## config.mk

```make
export PLATFORM = sky130hd
export DESIGN_NAME = mconverter_pipe
export DESIGN_NICKNAME = d
export VERILOG_FILES = /design/src/rtl/mconverter_pipe_pkg.sv /design/src/rtl/mconverter_pipe_lane.sv /design/src/rtl/mconverter_pipe.sv
export SDC_FILE = /design/constraint.sdc
export NUM_CORES = 1
export LEC_CHECK = 0
export BUFFER_PORTS_ARGS = -buffer_cell sky130_fd_sc_hd__buf_2
export CAP_MARGIN = 20
export CORE_AREA = 2 2 276 278
export DETAILED_ROUTE_END_ITERATION = 12
export DIE_AREA = 0 0 278 280
export PLACE_DENSITY = 0.75
export SETUP_SLACK_MARGIN = 0.02
export SLEW_MARGIN = 20
export SYNTH_ARGS = -nofsm -noshare
export SYNTH_HDL_FRONTEND = slang
export SYNTH_SLANG_ARGS = --single-unit
```

## constraint.sdc

```tcl
create_clock -name clk -period 20.3 [get_ports clk]
set_input_delay 2.03 -clock clk [delete_from_list [all_inputs] [get_ports clk]]
set_output_delay 2.03 -clock clk [all_outputs]
set_load 0.005 [all_outputs]
```

## src/rtl/mconverter_pipe_pkg.sv

```systemverilog
// Shared types and constants for the MArray int-to-FP16 output converter.
package mconverter_pipe_pkg;

  localparam int unsigned MPERow = 4;
  localparam int unsigned MPECol = 4;
  localparam int unsigned MPEAcc = 4;

  typedef logic [15:0] fp16_t;

  localparam int unsigned FP16_BIAS   = 15;
  localparam fp16_t       FP16_MAXFIN = 16'h7BFF;
  localparam fp16_t       FP16_INF    = 16'h7C00;

  typedef enum logic {
    RND_RNE = 1'b0,
    RND_RTZ = 1'b1
  } rnd_mode_e;

  localparam int unsigned ST_INEXACT  = 0;
  localparam int unsigned ST_OVERFLOW = 1;
  localparam int unsigned ST_ZERO     = 2;

  localparam logic [1:0] S_IDLE  = 2'd0;
  localparam logic [1:0] S_ISSUE = 2'd1;
  localparam logic [1:0] S_DRAIN = 2'd2;
  localparam logic [1:0] S_DONE  = 2'd3;

  // Leading-zero count of a 32-bit word; returns 32 for an all-zero input.
  function automatic logic [5:0] lzc32(input logic [31:0] v);
    logic [5:0] n;
    logic       found;
    n     = '0;
    found = 1'b0;
    for (int unsigned i = 0; i < 32; i++) begin
      if (!found) begin
        if (v[31-i]) found = 1'b1;
        else         n     = n + 6'd1;
      end
    end
    return n;
  endfunction

endpackage

```

## src/rtl/mconverter_pipe_lane.sv

```systemverilog
// One 2-stage IN_W-bit integer to FP16 converter lane with valid and flag outputs.
module mconv_i2h_lane
  import mconverter_pipe_pkg::*;
#(
  parameter int unsigned IN_W = 20
) (
  input  logic            clk,
  input  logic            rst,
  input  logic            valid_i,
  input  logic [IN_W-1:0] data_i,
  input  logic            signed_i,
  input  rnd_mode_e       rnd_i,
  output logic            valid_o,
  output fp16_t           res_o,
  output logic            inexact_o,
  output logic            ovf_o,
  output logic            zero_o
);

  logic            neg;
  logic [IN_W-1:0] neg_val;
  logic [31:0]     mag;
  logic [5:0]      lz;

  always_comb begin
    neg     = signed_i & data_i[IN_W-1];
    neg_val = ~data_i + IN_W'(1);
    mag     = neg ? 32'(neg_val) : 32'(data_i);
    lz      = lzc32(mag);
  end

  logic        v1_q, sign1_q, zero1_q;
  rnd_mode_e   rnd1_q;
  logic [4:0]  exp1_q;
  logic [31:0] norm1_q;

  always_ff @(posedge clk or posedge rst) begin
    if (rst) begin
      v1_q    <= 1'b0;
      sign1_q <= 1'b0;
      zero1_q <= 1'b0;
      rnd1_q  <= RND_RNE;
      exp1_q  <= '0;
      norm1_q <= '0;
    end else begin
      v1_q    <= valid_i;
      sign1_q <= neg;
      zero1_q <= (mag == '0);
      rnd1_q  <= rnd_i;
      exp1_q  <= 5'(6'd31 - lz);
      norm1_q <= mag << lz;
    end
  end

  // Normalised word has its hidden one at bit 31: [30:21] mantissa, [20] guard, rest sticky.
  logic [9:0]  mant;
  logic        guard, sticky, rup, ovf, inexact;
  logic [10:0] sum;
  logic [5:0]  exp_r;
  fp16_t       res;

  always_comb begin
    mant    = norm1_q[30:21];
    guard   = norm1_q[20];
    sticky  = |norm1_q[19:0];
    rup     = (rnd1_q == RND_RNE) & guard & (sticky | mant[0]);
    sum     = {1'b0, mant} + 11'(rup);
    exp_r   = {1'b0, exp1_q} + 6'(sum[10]);
    ovf     = (exp1_q > 5'd15) | ((exp1_q == 5'd15) & (&mant) & (guard | sticky));
    inexact = guard | sticky | ovf;
    res     = '0;
    if (zero1_q) begin
      ovf     = 1'b0;
      inexact = 1'b0;
    end else if (exp_r > 6'(FP16_BIAS)) begin
      res = {sign1_q, (rnd1_q == RND_RTZ) ? FP16_MAXFIN[14:0] : FP16_INF[14:0]};
    end else begin
      res = {sign1_q, 5'(exp_r + 6'(FP16_BIAS)), sum[9:0]};
    end
  end

  always_ff @(posedge clk or posedge rst) begin
    if (rst) begin
      valid_o   <= 1'b0;
      res_o     <= '0;
      inexact_o <= 1'b0;
      ovf_o     <= 1'b0;
      zero_o    <= 1'b0;
    end else begin
      valid_o   <= v1_q;
      res_o     <= res;
      inexact_o <= inexact;
      ovf_o     <= ovf;
      zero_o    <= zero1_q;
    end
  end

endmodule

```

## src/rtl/mconverter_pipe.sv

```systemverilog
// Handshaked tile converter: time-multiplexes LANES int-to-FP16 lanes over a ROWS x COLS tile.
module mconverter_pipe
  import mconverter_pipe_pkg::*;
#(
  parameter int unsigned ROWS  = MPERow - 1,
  parameter int unsigned COLS  = MPECol,
  parameter int unsigned IN_W  = 8 + 2 + $clog2(MPEAcc) + 8,
  parameter int unsigned LANES = COLS
) (
  input  logic                      clk,
  input  logic                      rst,
  input  logic                      in_valid,
  output logic                      in_ready,
  input  logic [ROWS*COLS*IN_W-1:0] in_tile,
  input  logic                      in_signed,
  input  logic                      in_rnd,
  output logic                      out_valid,
  input  logic                      out_ready,
  output logic [ROWS*COLS*16-1:0]   out_tile,
  output logic [2:0]                out_status
);

  localparam int unsigned N  = ROWS * COLS;
  localparam int unsigned B  = N / LANES;
  localparam int unsigned BW = (B > 1) ? $clog2(B) : 1;

  if ((N % LANES) != 0) begin : g_bad_lanes
    $error("mconverter_pipe: LANES must divide ROWS*COLS");
  end
  if ((IN_W < 2) || (IN_W > 32)) begin : g_bad_width
    $error("mconverter_pipe: IN_W must be in 2..32");
  end

  logic [1:0]        state_q, state_d;
  logic [BW-1:0]     beat_q, beat_d, wb_q, wb_d, beat1_q, beat2_q;
  logic [N*IN_W-1:0] ibuf_q;
  logic              sgn_q;
  rnd_mode_e         rnd_q;
  logic [N*16-1:0]   obuf_q, obuf_d;
  logic [2:0]        stat_q, stat_d;

  logic              issue;
  logic [IN_W-1:0]   lane_data [LANES];
  logic [LANES-1:0]  lv, linx, lovf, lzero;
  fp16_t             lres [LANES];
  logic              wb_valid;

  assign issue     = (state_q == S_ISSUE);
  assign in_ready  = (state_q == S_IDLE);
  assign out_valid = (state_q == S_DONE);
  assign out_tile  = obuf_q;
  assign out_status = stat_q;
  assign wb_valid  = &lv;

  for (genvar l = 0; l < LANES; l++) begin : g_lane
    assign lane_data[l] = ibuf_q[(int'(beat_q) * int'(LANES) + l) * int'(IN_W) +: IN_W];

    mconv_i2h_lane #(.IN_W(IN_W)) u_lane (
      .clk       (clk),
      .rst       (rst),
      .valid_i   (issue),
      .data_i    (lane_data[l]),
      .signed_i  (sgn_q),
      .rnd_i     (rnd_q),
      .valid_o   (lv[l]),
      .res_o     (lres[l]),
      .inexact_o (linx[l]),
      .ovf_o     (lovf[l]),
      .zero_o    (lzero[l])
    );
  end

  // Input buffer is deliberately left out of reset; rst only gates the capture.
  always_ff @(posedge clk) begin
    if (!rst && in_ready && in_valid) begin
      ibuf_q <= in_tile;
      sgn_q  <= in_signed;
      rnd_q  <= rnd_mode_e'(in_rnd);
    end
  end

  always_comb begin
    state_d = state_q;
    beat_d  = beat_q;
    wb_d    = wb_q;
    obuf_d  = obuf_q;
    stat_d  = stat_q;
    case (state_q)
      S_IDLE: begin
        if (in_valid) begin
          state_d = S_ISSUE;
          beat_d  = '0;
          wb_d    = '0;
          stat_d  = '0;
          stat_d[ST_ZERO] = 1'b1;
        end
      end
      S_ISSUE: begin
        if (beat_q == BW'(B - 1)) state_d = S_DRAIN;
        else                      beat_d  = beat_q + BW'(1);
      end
      S_DRAIN: begin
        if (wb_valid && (wb_q == BW'(B - 1))) state_d = S_DONE;
      end
      default: begin
        if (out_ready) state_d = S_IDLE;
      end
    endcase
    // Writebacks overlap the ISSUE/DRAIN cycles, steered by the beat index delayed through both lane stages.
    if (wb_valid) begin
      for (int unsigned l = 0; l < LANES; l++) begin
        obuf_d[(int'(beat2_q) * int'(LANES) + int'(l)) * 16 +: 16] = lres[l];
      end
      stat_d[ST_INEXACT]  = stat_q[ST_INEXACT]  | (|linx);
      stat_d[ST_OVERFLOW] = stat_q[ST_OVERFLOW] | (|lovf);
      stat_d[ST_ZERO]     = stat_q[ST_ZERO]     & (&lzero);
      wb_d = wb_q + BW'(1);
    end
  end

  always_ff @(posedge clk or posedge rst) begin
    if (rst) begin
      state_q <= S_IDLE;
      beat_q  <= '0;
      wb_q    <= '0;
      beat1_q <= '0;
      beat2_q <= '0;
      obuf_q  <= '0;
      stat_q  <= '0;
    end else begin
      state_q <= state_d;
      beat_q  <= beat_d;
      wb_q    <= wb_d;
      beat1_q <= beat_q;
      beat2_q <= beat1_q;
      obuf_q  <= obuf_d;
      stat_q  <= stat_d;
    end
  end

endmodule

```

# Word-level counts from Yosys, hierarchy flattened
# Cells that the tools add are included.
# op_classes
shift	16
n_div	0
magnitude_cmp	8
eq_ne	13
n_reduce_logical	27
bitwise_logic	44
add_sub_neg	156
muxes	534
n_mul	4
# ops
op	count
6-bit two-way mux	248
192-bit bitwise mux	4
16-bit by 33-bit variable shift with 192-bit output (first input constant)	4
16-bit by 33-bit variable part select with 192-bit output	4
6-bit by 1-bit adder with 6-bit output (second input constant)	120
240-bit by 11-bit variable part select with 20-bit output	3
1-bit two-way mux	256
240-bit by 10-bit variable part select with 20-bit output	1
32-bit zero test	4
20-bit by 6-bit left shift with 31-bit output	4
9-bit negation with 33-bit output	3
20-bit by 1-bit adder with 20-bit output (second input constant)	4
20-bit two-way mux	4
20-bit NOT	4
20-bit OR reduction	4
16-bit two-way mux	4
15-bit two-way mux	4
10-bit by 1-bit adder with 11-bit output	4
10-bit AND reduction	4
8-bit negation with 33-bit output	1
5-bit by 1-bit adder with 6-bit output	4
6-bit by 4-bit greater-than comparator with 1-bit output (second input constant)	4
5-bit by 3-bit multiplier with 8-bit output (second input constant)	3
1-bit bitwise AND	21
other kinds (28)	86
# totals
latch_bits	0
word_cells	847
ram_bits	0
output_inout_bits	197
mem_bits_ro	0
n_memories	0
regBits	678
inputBits	246

# Longest topological paths before layout
# depth
depth_word	95
depth_mapped	84
ltp_nobuf	77

# Cells and area by module
# Synthesis repeated with hierarchy kept, for this count alone.
# hier_totals
hier_cells	4813
area_unflattened_um2	43636.9
# by_module_without_submodules
module	seq_area_each_um2	cells_each	area_each_um2	instances
mconv_i2h_lane (g_lane[0].u_lane ...)	1501.4	849	6487.5	3
mconverter_pipe	12396.9	1355	17098.9	1
mconv_i2h_lane (g_lane[3].u_lane)	1501.4	911	7075.5	1

# Worst setup path after synthesis
# Ideal clock, no wire load.
# synth_path
kind	register to register
from	register beat_q[1]
to	register g_lane[1].u_lane.norm1_q[30]
slack_ps	5222
arrival_ps	14942
required_time_ps	20164
period_less_slack_ps	15078
stages_incl_launch_ff	81
cell_sequence	dfrtp_1 buf_6 buf_6 buf_8 buf_8 buf_6 mux2i_1 o2bb2ai_1 inv_1 ha_1 o221ai_1 nor3_2 nand4_1 o2111a_1 o32a_1 buf_2 buf_1 a211oi_1 [45 not listed] nand2_1 nand2_1 ha_1 mux2i_1 o21a_1 inv_1 ha_1 mux2i_1 a211oi_1 a21oi_1 clkbuf_1 clkbuf_1 nor2_1 a21oi_1 a21oi_1 mux2_2 o211ai_1 a21oi_1
# synth_via
elab_chain_len	66
# synth_rtl
item	line_no	text
start, declared	mconverter_pipe.sv:35	logic [BW-1:0] beat_q, beat_d, wb_q, wb_d, beat1_q, beat2_q;
start signal, assigned	mconverter_pipe.sv:132	beat_q <= beat_d;
4-bit by 1-bit adder with 5-bit output *	mconverter_pipe.sv:56	assign lane_data[l] = ibuf_q[(int'(beat_q) * int'(LANES) + l) * int'(IN_W) +: IN_W];
5-bit by 3-bit multiplier with 8-bit output *	mconverter_pipe.sv:56	
240-bit by 11-bit variable part select with 20-bit output *	mconverter_pipe.sv:56	
20-bit NOT	mconverter_pipe_lane.sv:27	neg_val = ~data_i + IN_W'(1);
20-bit by 1-bit adder with 20-bit output	mconverter_pipe_lane.sv:27	
20-bit two-way mux *	mconverter_pipe_lane.sv:28	mag = neg ? 32'(neg_val) : 32'(data_i);
6-bit two-way mux	mconverter_pipe_pkg.sv:36	if (v[31-i]) found = 1'b1;
6-bit two-way mux	mconverter_pipe_pkg.sv:35	if (!found) begin
[50 not listed]	-	
6-bit two-way mux	mconverter_pipe_pkg.sv:35	
6-bit by 1-bit adder with 6-bit output	mconverter_pipe_pkg.sv:37	else n = n + 6'd1;
6-bit two-way mux	mconverter_pipe_pkg.sv:36	
6-bit two-way mux	mconverter_pipe_pkg.sv:35	
6-bit by 1-bit adder with 6-bit output	mconverter_pipe_pkg.sv:37	
6-bit two-way mux	mconverter_pipe_pkg.sv:36	
6-bit two-way mux	mconverter_pipe_pkg.sv:35	
20-bit by 6-bit left shift with 31-bit output *	mconverter_pipe_lane.sv:51	norm1_q <= mag << lz;
end signal, assigned	mconverter_pipe_lane.sv:51	
end, declared	mconverter_pipe_lane.sv:35	logic [31:0] norm1_q;
# Mark *: on every way between the ends. The rest lies on a longest branch, timed or not.
# A chain may end at the register's enable or synchronous reset.

# Worst setup path in the final report
# layout_path
from	register beat_q[0]
to	register g_lane[2].u_lane.norm1_q[29]
# layout_via
elab_chain_len	66
# layout_rtl
item	line_no
4-bit by 2-bit adder with 5-bit output *	mconverter_pipe.sv:56
5-bit by 3-bit multiplier with 8-bit output *	mconverter_pipe.sv:56
240-bit by 11-bit variable part select with 20-bit output *	mconverter_pipe.sv:56
20-bit NOT	mconverter_pipe_lane.sv:27
20-bit by 1-bit adder with 20-bit output	mconverter_pipe_lane.sv:27
20-bit two-way mux *	mconverter_pipe_lane.sv:28
6-bit two-way mux	mconverter_pipe_pkg.sv:36
6-bit two-way mux	mconverter_pipe_pkg.sv:35
[50 not listed]	-
6-bit two-way mux	mconverter_pipe_pkg.sv:35
6-bit by 1-bit adder with 6-bit output	mconverter_pipe_pkg.sv:37
6-bit two-way mux	mconverter_pipe_pkg.sv:36
6-bit two-way mux	mconverter_pipe_pkg.sv:35
6-bit by 1-bit adder with 6-bit output	mconverter_pipe_pkg.sv:37
6-bit two-way mux	mconverter_pipe_pkg.sv:36
6-bit two-way mux	mconverter_pipe_pkg.sv:35
20-bit by 6-bit left shift with 31-bit output *	mconverter_pipe_lane.sv:51
end signal, assigned	mconverter_pipe_lane.sv:51
end, declared	mconverter_pipe_lane.sv:35
# Marked as above.

==> impl_metrics.json <==
{
  "die_w_um": 278,
  "yosysWarnings": 0,
  "layout-area-overhead-vs-synth_pct": 13.5,
  "via_per_inst": 6.18,
  "ctsResizeCount": 0,
  "finalWirelength_um": 114000,
  "r2r-end": "g_lane[2].u_lane.norm1_q[29]",
  "syn_inst": 4066,
  "status": "completed",
  "path_clk_slew_ns": 0.07,
  "grt_pass1_wl_um": 178000,
  "io_buffers": 442,
  "timing.final.crit_share_pct": 88.1,
  "fin_nets": 4807,
  "clk_latency_ns": 0.64,
  "drtIter0Drc": 3208,
  "ctsHoldBuffers": 0,
  "drt_first_pass_iters": 7,
  "p_leak_nw": 20.5,
  "routedWlPerCell_um": 20.8,
  "cp_max_fo": 40,
  "powerDensity_nw_per_um2": 60.9,
  "drc": 0,
  "dieArea_um2": 77800,
  "synth_ff_type": "dfrtp_1",
  "cts_max_level": 3,
  "hold_end": "beat2_q[0]",
  "gp_congestion": 0.976,
  "synth_cell_type_count": 126,
  "critPathMaxStageDelay_ns": 0.77,
  "maxCapViolCount": 0,
  "synth_commonest_cells": "dfrtp_1, nand2_1, nor2_1",
  "peakVddDrop_mv": 0.0873,
  "grt_max_degree": 198,
  "arrival_ns": 18.38,
  "drv_slew": 0,
  "path_class": "flop to flop",
  "hp-class": "flop to flop",
  "ys_top_cells_by_area": "dfrtp_1, edfxtp_1, mux2i_1",
  "setup_viol": 0,
  "period_minus_slack_ns": 17.89,
  "yosysTopAreaCellShare_pct": 26.6,
  "synth_most_common_cell": "dfrtp_1",
  "async_flop_share_pct": 64.3,
  "num_rows": 101,
  "cts.sinks": 678,
  "power_w": 0.00283,
  "r2r_start": "beat_q[0]",
  "worstMarginPinSlew_ns": 1.15,
  "relSlewSlack_pct": 23.1,
  "worstPathRequired_ns": 20.80,
  "hold_path.startpoint": "beat1_q[0]",
  "cts_tree": "built",
  "worstSetupStartpointType": "flop",
  "synth-edff-count": 242,
  "yosys.area.top_type": "dfrtp_1",
  "cts-root-buf": "clkbuf_16",
  "grt_overflow_total": 0,
  "core-area_um2": 75200,
  "ys_seq_area_share_pct": 44.4,
  "syn_area_um2": 40900,
  "vias": 33875,
  "track_usage_pct": 28.6,
  "dp_hpwl_um": 84600,
  "initial_utilization_pct": 54.5,
  "cp_common_cell": "ha_1",
  "max_freq_ghz": 0.0559,
  "io_pins": 443,
  "die_h_um": 280,
  "worstRegToRegCells": 73,
  "final.setup.tns_ns": 0,
  "grt_setup_unrepaired": "false",
  "finalHoldViolations": 0,
  "whs_path_depth": 0,
  "clock_skew_ns": 0.0261,
  "drtAntennaViolNets": 0,
  "post_synth.cell_area_avg_um2": 10.1,
  "slowest_stage": "dfrtp_4",
  "post_cts_buffers": 0,
  "antenna_found_initial": 9,
  "numCtsBuffers": 72,
  "ff2ff_setup_slack_ns": 2.41,
  "end_kind": "flop",
  "drive_gt1_share_pct": 17.5,
  "cts_max_path_buffers": 3,
  "grt_pass1_vias": 31742,
  "ys_ff_latch": 678
}
logic make-up (layout without fill, tap and decap cells):
group	Yosys count	count (layout)	share of synthesized area (%)
other	1	6	0.00916
adders and majority gates	113	113	3.45
buffers and inverters	314	750	3.40
DFF	678	678	44.4
xor gates and xnor gates	264	264	6.40
and+or+nand+nor	1332	1332	16.3
muxes	288	288	7.27
AOI/OAI and AO/OA	1076	1076	18.8
routing by layer:
layer	share of wire, %	GRT usage, %	up-vias	routed length, um
met2	44	44.0	1414	50700
met4	3.2	9.49	14	3620
li1	-	-	15975	-
met3	7.8	5.81	217	8840
met1	45	40.6	16255	50700
met5	0.081	0	-	92
how the worst max path moves through the flow:
stage	cells after the start	endpoint	startpoint
after detailed placement	70	g_lane[0].u_lane.norm1_q[25]	beat_q[1]
final	73	g_lane[2].u_lane.norm1_q[29]	beat_q[0]
after global routing	73	g_lane[2].u_lane.norm1_q[29]	beat_q[0]
after floorplan	80	g_lane[1].u_lane.norm1_q[30]	beat_q[1]
after global placement	70	g_lane[0].u_lane.norm1_q[25]	beat_q[1]
after CTS	73	g_lane[2].u_lane.norm1_q[29]	beat_q[0]
cell type report:
cell class              count  area [um2]
repair buffers            496        2630
inverters                 124         473
clock buffers             101        2040
flip-flops and latches    678       18200
fillers                  6190       28700
well taps                 978        1220
diodes                      2        5.00
multi-input cells        3077       21500
clock inverters            29         394
sequential cells by signal (all words and copies together), names as in the netlist, 2 cells and up:
name,count
g_lane.u_lane.res_o,64
g_lane.u_lane.zero_o,4
out_tile,192
beat2_q,2
g_lane.u_lane.zero1_q,4
g_lane.u_lane.exp1_q,20
beat1_q,2
g_lane.u_lane.norm1_q,124
g_lane.u_lane.sign1_q,4
g_lane.u_lane.ovf_o,4
ibuf_q,240
g_lane.u_lane.inexact_o,4
out_status,3
wb_q,2
state_q,2
beat_q,2
critical path, delay by kind of cell (launching register included):
kind,cells,cell delay (ns)
AND/OR/NAND/NOR,20,2.57
buffers and inverters,5,1.86
flip-flops,1,0.77
multiplexers,10,2.11
XOR/XNOR,5,1.99
AO/OA/AOI/OAI,17,3.62
adder cells (fa/ha/maj),16,4.80
stage by stage:
step	area, um2	hold slack (ns)	utilization [%]	worst slack, ns	instances
floorplan	41000	0.331	-	5.22	4069
CTS	46400	0.349	61.8	2.69	5483
global route	46500	0.364	61.8	0.873	5483
finish	46500	0.348	61.8	2.41	5485
detailed placement	44000	0.335	58.5	2.77	5353
global placement	44000	0.332	58.5	3.13	5353
cells in the final DEF, fill, tap and decap left out, types with 142 or more instances in the layout:
master	instances
buf_2	442
dfrtp_1	434
nand2_1	349
nor2_1	342
edfxtp_1	242
a21oi_1	236
mux2i_1	232
a22o_1	196
o21ai_0	155
xnor2_1	142
power breakdown:
part           total (W)  internal [W]  switching (W)
clock            0.00136      0.000800       0.000556
sequential       0.00142       0.00142    0.000000957
combinational  0.0000511     0.0000206      0.0000304
total            0.00283       0.00224       0.000587
No activity file was read; power rests on OpenSTA's default activity.
